$ cat config.mk
export PLATFORM = sky130hd
export DESIGN_NAME = multicycle_control_fsm
export DESIGN_NICKNAME = d
export VERILOG_FILES = /design/src/rtl/multicycle_control_fsm.sv
export SDC_FILE = /design/constraint.sdc
export NUM_CORES = 1
export LEC_CHECK = 0
export ABC_AREA = 1
export CORE_UTILIZATION = 35
export DETAILED_ROUTE_END_ITERATION = 10
export GPL_TIMING_DRIVEN = 1
export PLACE_DENSITY_LB_ADDON = 0.12
export SLEW_MARGIN = 20
export SYNTH_ARGS = -nofsm -noshare
export SYNTH_HDL_FRONTEND = slang
export SYNTH_SLANG_ARGS = --single-unit
$ cat constraint.sdc
create_clock -name clk -period 1.6 [get_ports clk]
set_input_delay 0.48 -clock clk [delete_from_list [all_inputs] [get_ports clk]]
set_output_delay 0.48 -clock clk [all_outputs]
set_load 0.01 [all_outputs]
$ cat src/rtl/multicycle_control_fsm.sv
// Moore control FSM for the multicycle RISC-V datapath.
// Ports: clk, reset (async, active-high), opcode, zero in;
//   datapath enables/mux selects, illegal, instr_done, state out.
module multicycle_control_fsm #(
  parameter bit EN_ITYPE = 1'b1,
  parameter bit EN_JAL   = 1'b1,
  parameter int STATE_W  = 4
) (
  input  logic               clk,
  input  logic               reset,
  input  logic [6:0]         opcode,
  input  logic               zero,
  output logic               pc_write,
  output logic               adr_src,
  output logic               mem_write,
  output logic               ir_write,
  output logic [1:0]         result_src,
  output logic [1:0]         alu_src_a,
  output logic [1:0]         alu_src_b,
  output logic [1:0]         alu_op,
  output logic [1:0]         imm_src,
  output logic               reg_write,
  output logic               illegal,
  output logic               instr_done,
  output logic [STATE_W-1:0] state
);

  localparam logic [6:0] OP_LW  = 7'b0000011;
  localparam logic [6:0] OP_SW  = 7'b0100011;
  localparam logic [6:0] OP_R   = 7'b0110011;
  localparam logic [6:0] OP_I   = 7'b0010011;
  localparam logic [6:0] OP_JAL = 7'b1101111;
  localparam logic [6:0] OP_BEQ = 7'b1100011;

  typedef enum logic [STATE_W-1:0] {
    FETCH    = STATE_W'(0),
    DECODE   = STATE_W'(1),
    MEMADR   = STATE_W'(2),
    MEMREAD  = STATE_W'(3),
    MEMWB    = STATE_W'(4),
    MEMWRITE = STATE_W'(5),
    EXECUTER = STATE_W'(6),
    ALUWB    = STATE_W'(7),
    EXECUTEI = STATE_W'(8),
    JAL      = STATE_W'(9),
    BEQ      = STATE_W'(10)
  } state_t;

  state_t state_q;
  state_t state_d;
  logic   pc_update;
  logic   branch;

  always_ff @(posedge clk or posedge reset) begin
    if (reset) state_q <= FETCH;
    else       state_q <= state_d;
  end

  always_comb begin
    state_d    = FETCH;
    pc_update  = 1'b0;
    branch     = 1'b0;
    adr_src    = 1'b0;
    mem_write  = 1'b0;
    ir_write   = 1'b0;
    result_src = 2'b00;
    alu_src_a  = 2'b00;
    alu_src_b  = 2'b00;
    alu_op     = 2'b00;
    reg_write  = 1'b0;
    illegal    = 1'b0;
    instr_done = 1'b0;
    case (state_q)
      FETCH: begin
        ir_write   = 1'b1;
        pc_update  = 1'b1;
        alu_src_b  = 2'b10;
        result_src = 2'b10;
        state_d    = DECODE;
      end
      DECODE: begin
        alu_src_a = 2'b01;
        alu_src_b = 2'b01;
        if (opcode == OP_LW || opcode == OP_SW)
          state_d = MEMADR;
        else if (opcode == OP_R)
          state_d = EXECUTER;
        else if (EN_ITYPE && opcode == OP_I)
          state_d = EXECUTEI;
        else if (EN_JAL && opcode == OP_JAL)
          state_d = JAL;
        else if (opcode == OP_BEQ)
          state_d = BEQ;
        else begin
          illegal = 1'b1;
          state_d = FETCH;
        end
      end
      MEMADR: begin
        alu_src_a = 2'b10;
        alu_src_b = 2'b01;
        state_d   = (opcode == OP_SW) ? MEMWRITE : MEMREAD;
      end
      MEMREAD: begin
        adr_src = 1'b1;
        state_d = MEMWB;
      end
      MEMWB: begin
        result_src = 2'b01;
        reg_write  = 1'b1;
        instr_done = 1'b1;
      end
      MEMWRITE: begin
        adr_src    = 1'b1;
        mem_write  = 1'b1;
        instr_done = 1'b1;
      end
      EXECUTER: begin
        alu_src_a = 2'b10;
        alu_op    = 2'b10;
        state_d   = ALUWB;
      end
      EXECUTEI: begin
        alu_src_a = 2'b10;
        alu_src_b = 2'b01;
        alu_op    = 2'b10;
        state_d   = ALUWB;
      end
      ALUWB: begin
        reg_write  = 1'b1;
        instr_done = 1'b1;
      end
      JAL: begin
        alu_src_a = 2'b01;
        alu_src_b = 2'b10;
        pc_update = 1'b1;
        state_d   = ALUWB;
      end
      BEQ: begin
        alu_src_a  = 2'b10;
        alu_op     = 2'b01;
        branch     = 1'b1;
        instr_done = 1'b1;
      end
      default: state_d = FETCH;
    endcase
  end

  // zero feeds pc_write combinationally so a late compare
  // result still steers the branch in the BEQ cycle.
  assign pc_write = pc_update | (branch & zero);

  always_comb begin
    imm_src = 2'b00;
    unique case (1'b1)
      (opcode == OP_SW):  imm_src = 2'b01;
      (opcode == OP_BEQ): imm_src = 2'b10;
      (opcode == OP_JAL): imm_src = 2'b11;
      default:            imm_src = 2'b00;
    endcase
  end

  assign state = state_q;

endmodule

==> results of run 1 <==
through the flow:
| step | area, sq um | hold slack, ns | setup TNS [ns] |
|---|---|---|---|
| 3_5_place_dp | 942.2 | 0.6740 | -7.278 |
| 2_1_floorplan | 495.5 | 0.2461 | 0 |
| 4_1_cts | 1239 | 0.4232 | -2.291 |
| 3_3_place_gp | 942.2 | 0.6661 | -6.910 |
cell families after synthesis:
logic type / Yosys count / share of synthesized area
AO/OA/AOI/OAI: 3 / 0.03029
buffers and inverters: 17 / 0.1364
AND/OR/NAND/NOR: 68 / 0.6313
flip-flops: 4 / 0.2020
cell usage after synthesis, drive strengths merged:
master   n
a21oi    1
buf      1
dfrtp    4
inv     16
nand2   30
nand3    9
nand3b   1
nand4    2
nor2    23
nor3     2
o21ai    2
or2      1
timing repair:
action	4_1_cts
gates cloned	0
pin swaps	20
hold endpoints to repair	0
buffers inserted	24
resized for setup	150
endpoints found under the setup margin	21
==> results.yml, run 1 <==
synthesis:
  synth-seq-cells: 4
  ys_types: 17
  synth_top_area_frac: 0.2121
  synth_nets: 102
  synth_top_area_cell: "nand2_1"
  yosys_warnings: 0
  ys_top_cells_by_area: "nand2_1 (21%), dfrtp_1 (20%), nor2_1 (14%), inv_1 (8.3%), nand3_1 (7.1%)"
  netlist_area_sq_um: 495.5
  syn_avg_cell_area_sq_um: 5.386
  synthesis.instances: 92
  ys_seq_area_frac: 0.2020
clock_network:
  cts_sinks: 4
  htreeDepth: 1
  cts.path.max_buffers: 2
  cts_root_buf: "clkbuf_4"
  cts_buffers: 3
  hold_buffers: 0
sta:
  worstEndpointGrtRepair: "illegal"
  endpoint_type: "primary output"
floorplan:
  die_x_um: 39.63
  die_y_um: 39.63
  initial_core_util: 0.3808
  ios: 31
  rows: 13
grt:
  grt_max_degree: 7
place:
  place_ws_ns: -0.9039
  place_inst: 154
  place_congestion: 0.7108
  io_buffers: 30
  dp_hpwl_mm: 1.228
status:
  status: "aborted with a tool error"
  error: "[ERROR DPL-0038] Utilization greater than 100%, impossible to legalize"
  stop_stage: "global routing"
==> run 2: changes to the inputs <==
--- a/config.mk
+++ b/config.mk
@@ -6,10 +6,11 @@
 export NUM_CORES = 1
 export LEC_CHECK = 0
 export ABC_AREA = 1
-export CORE_UTILIZATION = 35
+export CORE_AREA = 2 2 63 65
 export DETAILED_ROUTE_END_ITERATION = 10
+export DIE_AREA = 0 0 65 67
 export GPL_TIMING_DRIVEN = 1
-export PLACE_DENSITY_LB_ADDON = 0.12
+export PLACE_DENSITY_LB_ADDON = 0.15
 export SLEW_MARGIN = 20
 export SYNTH_ARGS = -nofsm -noshare
 export SYNTH_HDL_FRONTEND = slang
==> results.yml, run 2 <==
setup_path:
  crit_path_end_kind: "primary output"
  worst-path-max-fanout: 3
  worstSetupPathType: "reg2out"
  critPathMaxStageDelay_ns: 0.39
  cpMaxStageDelayCell: "dfrtp_1"
  cp_common_cell: "nor2_4"
  crit_chain: "buf_6 -> nor2_4 -> inv_4 -> nor2_4 -> nand3_2 -> nor2_1 -> buf_2"
  required_ns: 1.12
  crit_path_start_kind: "flop"
  crit_arrival_ns: 1.32
layout:
  final_nets: 189
  final_cell_mix: "buf_4 (44), buf_6 (17), buf_2 (17)"
  largest_reg_flops: 4
  final_common_cell: "buf_4"
  final_area_sq_um: 1411
  syn_to_final_growth_pct: 184.8
  layout-drive-gt1-share: 0.7345
  diodes: 0
grt:
  antenna_found_initial: 0
  overflow: 0
  track_usage: 0.1024
  grt_pass1_wl_mm: 3.546
  first_global_vias: 896
  grt_max_degree: 6
synthesis:
  ys_top_cells_by_area: "nand2_1 (21%), dfrtp_1 (20%), nor2_1 (14%), inv_1 (8.3%), nand3_1 (7.1%)"
  synth_top_area_frac: 0.2121
  synth_enable_flop_cells: 0
  ys_types: 17
  netlist_area_sq_um: 495.5
  ys_seq_area_frac: 0.2020
  synthFlopType: "dfrtp_1"
  async_reset_ff_frac: 1.000
  syn_avg_cell_area_sq_um: 5.386
  yosys-top-cells-count: "nand2_1 (28), nor2_1 (18), inv_1 (11), nand3_1 (7), inv_2 (5)"
  synth_nets: 102
  synthesis.instances: 92
  yosys_warnings: 0
  synth-seq-cells: 4
  yosysMostFrequentCell: "nand2_1"
  synth_top_area_cell: "nand2_1"
floorplan:
  rows: 22
  die_y_um: 67
  initial_core_util: 0.1374
  ios: 31
  fp.coreArea_sq_um: 3606
  dieArea_sq_um: 4355
  die_x_um: 65
clock_network:
  clk_latency_ns: 0.21
  cts_tree: "built"
  htreeDepth: 1
  clkSlewWorstSetupHoldPaths_ns: 0.03
  cts_sinks: 4
  cts_root_buf: "clkbuf_8"
  cts_buffers: 3
  cts.path.max_buffers: 2
sta:
  fin_skew_ns: 0.002553
  finalMaxSlewViolations: 0
  finalSetupViolCount: 15
  finalWorstSetupSlack_ns: -0.1984
  hold_ws_ns: 0.4470
  rsz0062_at_grt: "yes"
  worstMarginPinSlew_ns: 0.2066
  max-slew-margin-rel: 0.8618
  post-route-period-util: 1.124
  fmax_mhz: 556.1
  hold_viol_final: 0
  fin_crit_ns: 1.798
routing:
  vias_per_cell: 3.862
  detail_route.wl_per_cell_um: 9.031
  m1WireLength_um: 770
  drtIter0Drc: 12
  drt_wl_total_mm: 2.032
  num_vias: 869
  met2_length_mm: 1.146
  ant_nets: 0
  drc_errors: 0
  first_pass_iters: 4
  wl_met3_um: 116
  top_layer_used: "met3"
status:
  status: "finished, violations left"
  violations: "negative setup slack"
place:
  io_buffers: 30
  place_congestion: 0.8102
  dpl_cell_area_sq_um: 1028
  dp_hpwl_mm: 1.386
pwr:
  leakage_nw: 0.8153
  power_density_nw_per_um2: 1094
  ir_worst_vdd_mv: 0.3284
  power.total_mw: 1.544
run:
  max-cap-violations: 0
hold_path:
  hp-class: "in2async"
-- run 2: repair_timing --
action                     in CTS  in global routing
setup buffers                  25                  4
pin swaps                      22                 10
resized for setup             149                 27
hold buffers                    0                  0
cloned                          0                  0
setup endpoints to repair      21                 20
hold endpoints to repair        0                  0
-- run 2: per-stage QoR --
step                setup slack (ns)  utilization  setup TNS [ns]  instances
floorplan                    0.03860            -               0         92
global placement             -0.9015       0.2852          -7.531        193
detailed placement           -0.9294       0.2852          -7.755        193
CTS                          -0.2428       0.3622          -2.183        221
global route                 -0.3190       0.3914          -3.269        225
finish                       -0.1984       0.3914          -2.010        225
-- run 2: report_power, final --
part	leakage [nW]	internal [mW]	switching, mW
clock	0.0216	0.160	0.0480
sequential	0.0506	0.128	0.0451
combinational	0.743	0.624	0.539
total	0.815	0.912	0.633
-- run 2: cell type report --
cell class,instances,area (sq um)
fill,394,2195
inverter,16,67.56
multi-input combinational,71,493.0
tap,48,60.06
clock buffer,3,41.29
timing repair buffer,83,646.9
sequential,4,102.6
-- run 2: worst paths after layout --
kind | from | to | slack (ns) | cells past startpoint
max in group asynchronous | reset | state[2] | 0.99 | 2
max | state[3] | illegal | -0.20 | 7
min reg2reg | state[1] | state[0] | 0.74 | 5
max reg2reg | state[3] | state[2] | -0.13 | 13
min in group clk | opcode[3] | state[2] | 0.70 | 6
min | reset | state[1] | 0.45 | 2
-- run 2: worst max-delay path: cells and delay by family, from the launching register on --
kind	cells	cell delay (ns)
AND/OR/NAND/NOR	4	0.39
buffers and inverters	3	0.32
flip-flops	1	0.39
-- run 2: kinds of logic after synthesis --
family	share of synthesized area
compound gates	0.03029
flops	0.2020
buf+inv	0.1364
simple gates	0.6313
-- run 2: routing by layer --
layer / vias to the layer above / track usage
li1: 452 / -
met1: 389 / 0.1033
met2: 28 / 0.1933
met3: 0 / 0.02534
met4: 0 / 0.05319
met5: - / 0
Power figures use the tool's default switching activity.
==> patch 1 (config.mk and constraints of run 2) <==
Set the parameter `STATE_W` to 6 (it was 4).
--- a/src/rtl/multicycle_control_fsm.sv
+++ b/src/rtl/multicycle_control_fsm.sv
@@ -4,7 +4,7 @@
 module multicycle_control_fsm #(
   parameter bit EN_ITYPE = 1'b1,
   parameter bit EN_JAL   = 1'b1,
-  parameter int STATE_W  = 4
+  parameter int STATE_W  = 6
 ) (
   input  logic               clk,
   input  logic               reset,
Ports: changed (resized state); port bits go from 31 to 33. The function was not compared with the original's and may differ.
==> patch 1 against run 2 <==
  * The run still ends with negative setup slack left
  * Worst hold slack improved by 4.3 ps
  * Final area down 7.4%
  * Power decreased by 5.0%
  * Combinational power fell by 5%
  * Setup slack improved by 9.8 ps
  * Cell count fell by 6.7%
  * Wire length shrank 5.0%
  * Area after synthesis is 3.8% higher
  * Sequential power down 5%
  * Sequential cell count did not move
  * Largest power group unchanged
==> patch 1: results (changes against run 2) <==
CTS Buffer Depth 2 (unchanged); final worst slack -189 ps (+9.82 ps); CTS clk-pin slew, worst paths 30 ps (about the same); Max Clock Skew 0.777 ps (-1.78 ps); pre-CTS setup slack -920 ps (+9.20 ps); max FFs per register 4 (unchanged); Netlist cell types 18 (+1); antenna violations before repair 0 (unchanged); violated checks negative setup slack; TNS Setup -1600 ps (+411 ps); HPWL Detailed 1.41 mm (+2.1%); final wirelength 1.93 mm (-5.0%); critical path arrival 1310 ps; vias in the first global route 779 (-13%); Seq/Total Area, Yosys 19.5% (-0.74 points); layout net count 174 (-7.9%); I/O Buffers 30 (unchanged); total iterations of the first detailed-routing run 5 (+1); final setup fails 14 (-1); Final Hold Vio Count 0 (unchanged); CP max FO 4 (+1); root buf cell clkbuf_8; VDD IR max 0.000405 V (+23%); Post-synth top cells nand2_1 (28), nor2_1 (18), inv_1 (11); syn_area_per_cell 5.41 um2 (+0.51%); DRT iter0 DRCs 19 (+7); detailed-route via count 803 (-7.6%); run status complete, but fails checks; CTS resizes 147 (-1.3%); placed cells 195 (+1.0%); worst-skew pair later-pin latency 210 ps (about the same); ys flop type dfrtp_1; Async SR Flop Fraction 100% (unchanged); Num CTS Buffers 3 (unchanged); Yosys warnings 0 (unchanged); min-delay worst type input port to async pin; Final Non-Filler Cells 210 (-6.7%); first-pass GRT wire length 3.16 mm (-11%); Post-CTS Setup Inserts 7 (-72%); largest net degree at the start of global routing 6 (unchanged); share of cells above drive strength 1 72.2% (-1.2 points); synth top area cells nand2_1 (20%), dfrtp_1 (19%), nor2_1 (13%); GP Congestion 0.794 (-2.0%); Finished Cell Area 1310 um2 (-7.4%); Static Leak 0.742 nW (-9.0%); H-tree Lvls 1 (unchanged); Tot GR Track Use 9.10% (-1.1 points); # fillers 404 (+2.5%); dpl cell area 1040 um2 (+0.73%); ANT cells 0 (unchanged)
## patch 1: changes by cell type in the layout (fill, tap and decap cells not counted), sizes merged
cell and change:
conb +2, dlygate4sd2 +2, buf -19
## patch 1: layer usage
metal / global-route usage, % / part of all wire [%] / vias to the layer above / wire length (um)
met5: 0 / 0 / - / 0
met3: 1.18 / 6.3 / 0 / 122
met1: 9.83 / 38 / 359 / 726
met2: 17.5 / 56 / 24 / 1080
li1: - / - / 420 / -
met4: 3.99 / 0 / 0 / 0
## patch 1: kinds of logic after synthesis
group / synth area share (%)
AOI/OAI and AO/OA: 2.92
buffers and inverters: 16.1
and+or+nand+nor: 60.8
other: 0.729
DFF: 19.5
## patch 1: worst paths after layout
path | startpoint | cells past startpoint | slack (ps) | to
max | state[2] | 6 | -190 | illegal
max reg2reg | state[2] | 9 | 300 | state[0]
max in group asynchronous | reset | 2 | 990 | state[3]
min | reset | 2 | 450 | state[1]
min in group clk | opcode[3] | 6 | 710 | state[1]
min reg2reg | state[2] | 5 | 820 | state[0]
## patch 1: layout make-up
type | instances | share of cell area (%)
well taps | 48 | 4.60
repair buffers | 66 | 40.5
flip-flops and latches | 4 | 7.95
multi-input cells | 73 | 38.0
clock buffers | 3 | 3.16
inverters | 16 | 5.75
## patch 1: where the power goes
part / total, mW / leakage, nW / internal (mW) / switching [mW]
combinational: 1.10 / 0.672 / 0.570 / 0.528
sequential: 0.164 / 0.0489 / 0.128 / 0.0361
clock: 0.206 / 0.0216 / 0.160 / 0.0460
total: 1.47 / 0.742 / 0.857 / 0.610
## patch 1: worst max-delay path: stages, from the launching register on
cell and delay [ps]:
dfrtp_2 440, nor2_4 160, inv_4 60, nor2_4 140, nand3_2 90, nor2_2 80
buf_2 130
==> patch 2 (flow settings as in run 2) <==
Without the edit above. Make the reset (`reset`) synchronous in one clocked block. Comments in the files are not updated.
--- a/src/rtl/multicycle_control_fsm.sv
+++ b/src/rtl/multicycle_control_fsm.sv
@@ -51,7 +51,7 @@
   logic   pc_update;
   logic   branch;
 
-  always_ff @(posedge clk or posedge reset) begin
+  always_ff @(posedge clk) begin
     if (reset) state_q <= FETCH;
     else       state_q <= state_d;
   end
Check against the original RTL: differs if reset is asserted again (counterexample within 4 cycles, from zero or initial values and one cycle with reset high); with reset held inactive, the same outputs for 10 cycles.
==> patch 2 against run 2 <==
  * Clock skew down 1.1 ps
  * The flow still finishes with violations (negative setup slack)
  * Critical path depth up 1
  * Register-to-register slack better by 380 ps
  * Critical path type is now input port to output pin
  * Area after synthesis down 2.3%
  * Sequential cell count unchanged
  * Setup slack better by 100 ps
  * Final area down 16%
  * Wire length down 7.4%
  * Largest cell class unchanged
Power is not compared: it rests on default switching activity, and its combinational part moved more than twofold at a synthesized area within 25%.
==> patch 2: results (changes against run 2) <==
Post-synth top cells nand2_1 (22), nor2_1 (20), inv_1 (11); final worst slack -96.2 ps (+102 ps); # fillers 429 (+8.9%); share of cells above drive strength 1 66.9% (-6.6 points); worst slew pin tran 200 ps (-6.64 ps); synth top area cells nand2_1 (17%), dfxtp_1 (17%), nor2_1 (16%); syn nets 101 (-0.98%); min-delay worst type register to register; first-pass GRT wire length 3.20 mm (-9.7%); Netlist cell types 19 (+2); final wirelength 1.88 mm (-7.4%); GR Util met2 18.0% (-1.3 points); layout net count 172 (-9.0%); routed vias/inst 3.80 (-1.7%); Max Clock Skew 1.47 ps (-1.08 ps); met3 Use GR 1.35% (-1.2 points); critical path arrival 1220 ps (-100 ps); family with the most delay on the worst path simple AND/OR/NAND/NOR gates; Tot GR Track Use 9.18% (-1.1 points); Seq/Total Area, Yosys 16.5% (-3.7 points); vias in the first global route 779 (-13%); HPWL Detailed 1.47 mm (+6.1%); run status complete, but fails checks; largest net degree at the start of global routing 7 (+1); routing usage on met1 10.5% (+0.13 points); violated checks negative setup slack; final setup fails 9 (-6); slowest CP cell buf_2; H-tree Lvls 1 (unchanged); pre-CTS setup slack -946 ps (-16.2 ps); antenna violations before repair 0 (unchanged)
==> patch 2: cell types whose count changed after synthesis, moves of 2 or more <==
| cell | change |
|---|---|
| nor2_1 | +2 |
| dfrtp_1 | -4 |
| nand2_1 | -6 |
| dfxtp_1 | +4 |
==> patch 2: tightest hold or removal path, delay by kind of cell, from the launching register on <==
kind / cells / cell delay, ps
AO/OA/AOI/OAI: 1 / 70
flip-flops: 1 / 400
AND/OR/NAND/NOR: 2 / 150
==> patch 2: cell families after synthesis <==
kind of cell	after synthesis	share of synthesized area (%)
simple gates	63	61.8
buf+inv	17	14.0
flops	4	16.5
compound gates	7	7.75
==> patch 2: layout make-up <==
class / count / share of cell area [%]
Timing Repair Buffer: 67 / 40.3
Inverter: 16 / 5.68
Tap cell: 48 / 5.05
Sequential cell: 4 / 7.79
Clock buffer: 3 / 3.47
Multi-Input combinational cell: 70 / 37.7
==> patch 2: path summary, 6_finish.rpt <==
path	start	end	slack [ps]	cells after the start
worst min register to register	state[0]	state[0]	670	3
worst max-delay path	opcode[1]	illegal	-100	8
worst min-delay path	state[0]	state[0]	670	3
worst max register to register	state[1]	state[1]	250	9
==> patch 2: layer usage <==
metal	share of wire, %	wire length [um]
met1	41	777
met2	52	976
met3	6.7	127
met4	0	0
met5	0	0
==> patch 2: through the flow <==
step	instances	power (mW)	hold slack, ps	instance area (um2)	TNS, ps
after floorplan	91	0.169	549	484	0
after global placement	190	0.261	706	1000	-6960
after detailed placement	190	0.263	706	1000	-7210
after CTS	203	0.476	663	1150	-581
after global routing	208	0.506	729	1190	-1170
final	208	0.476	668	1190	-362
==> patch 2: what timing repair did <==
action	in CTS	in global routing
pin swaps	10	9
setup buffers	10	5
endpoints found under the setup margin	21	16
gates resized for setup	139	12
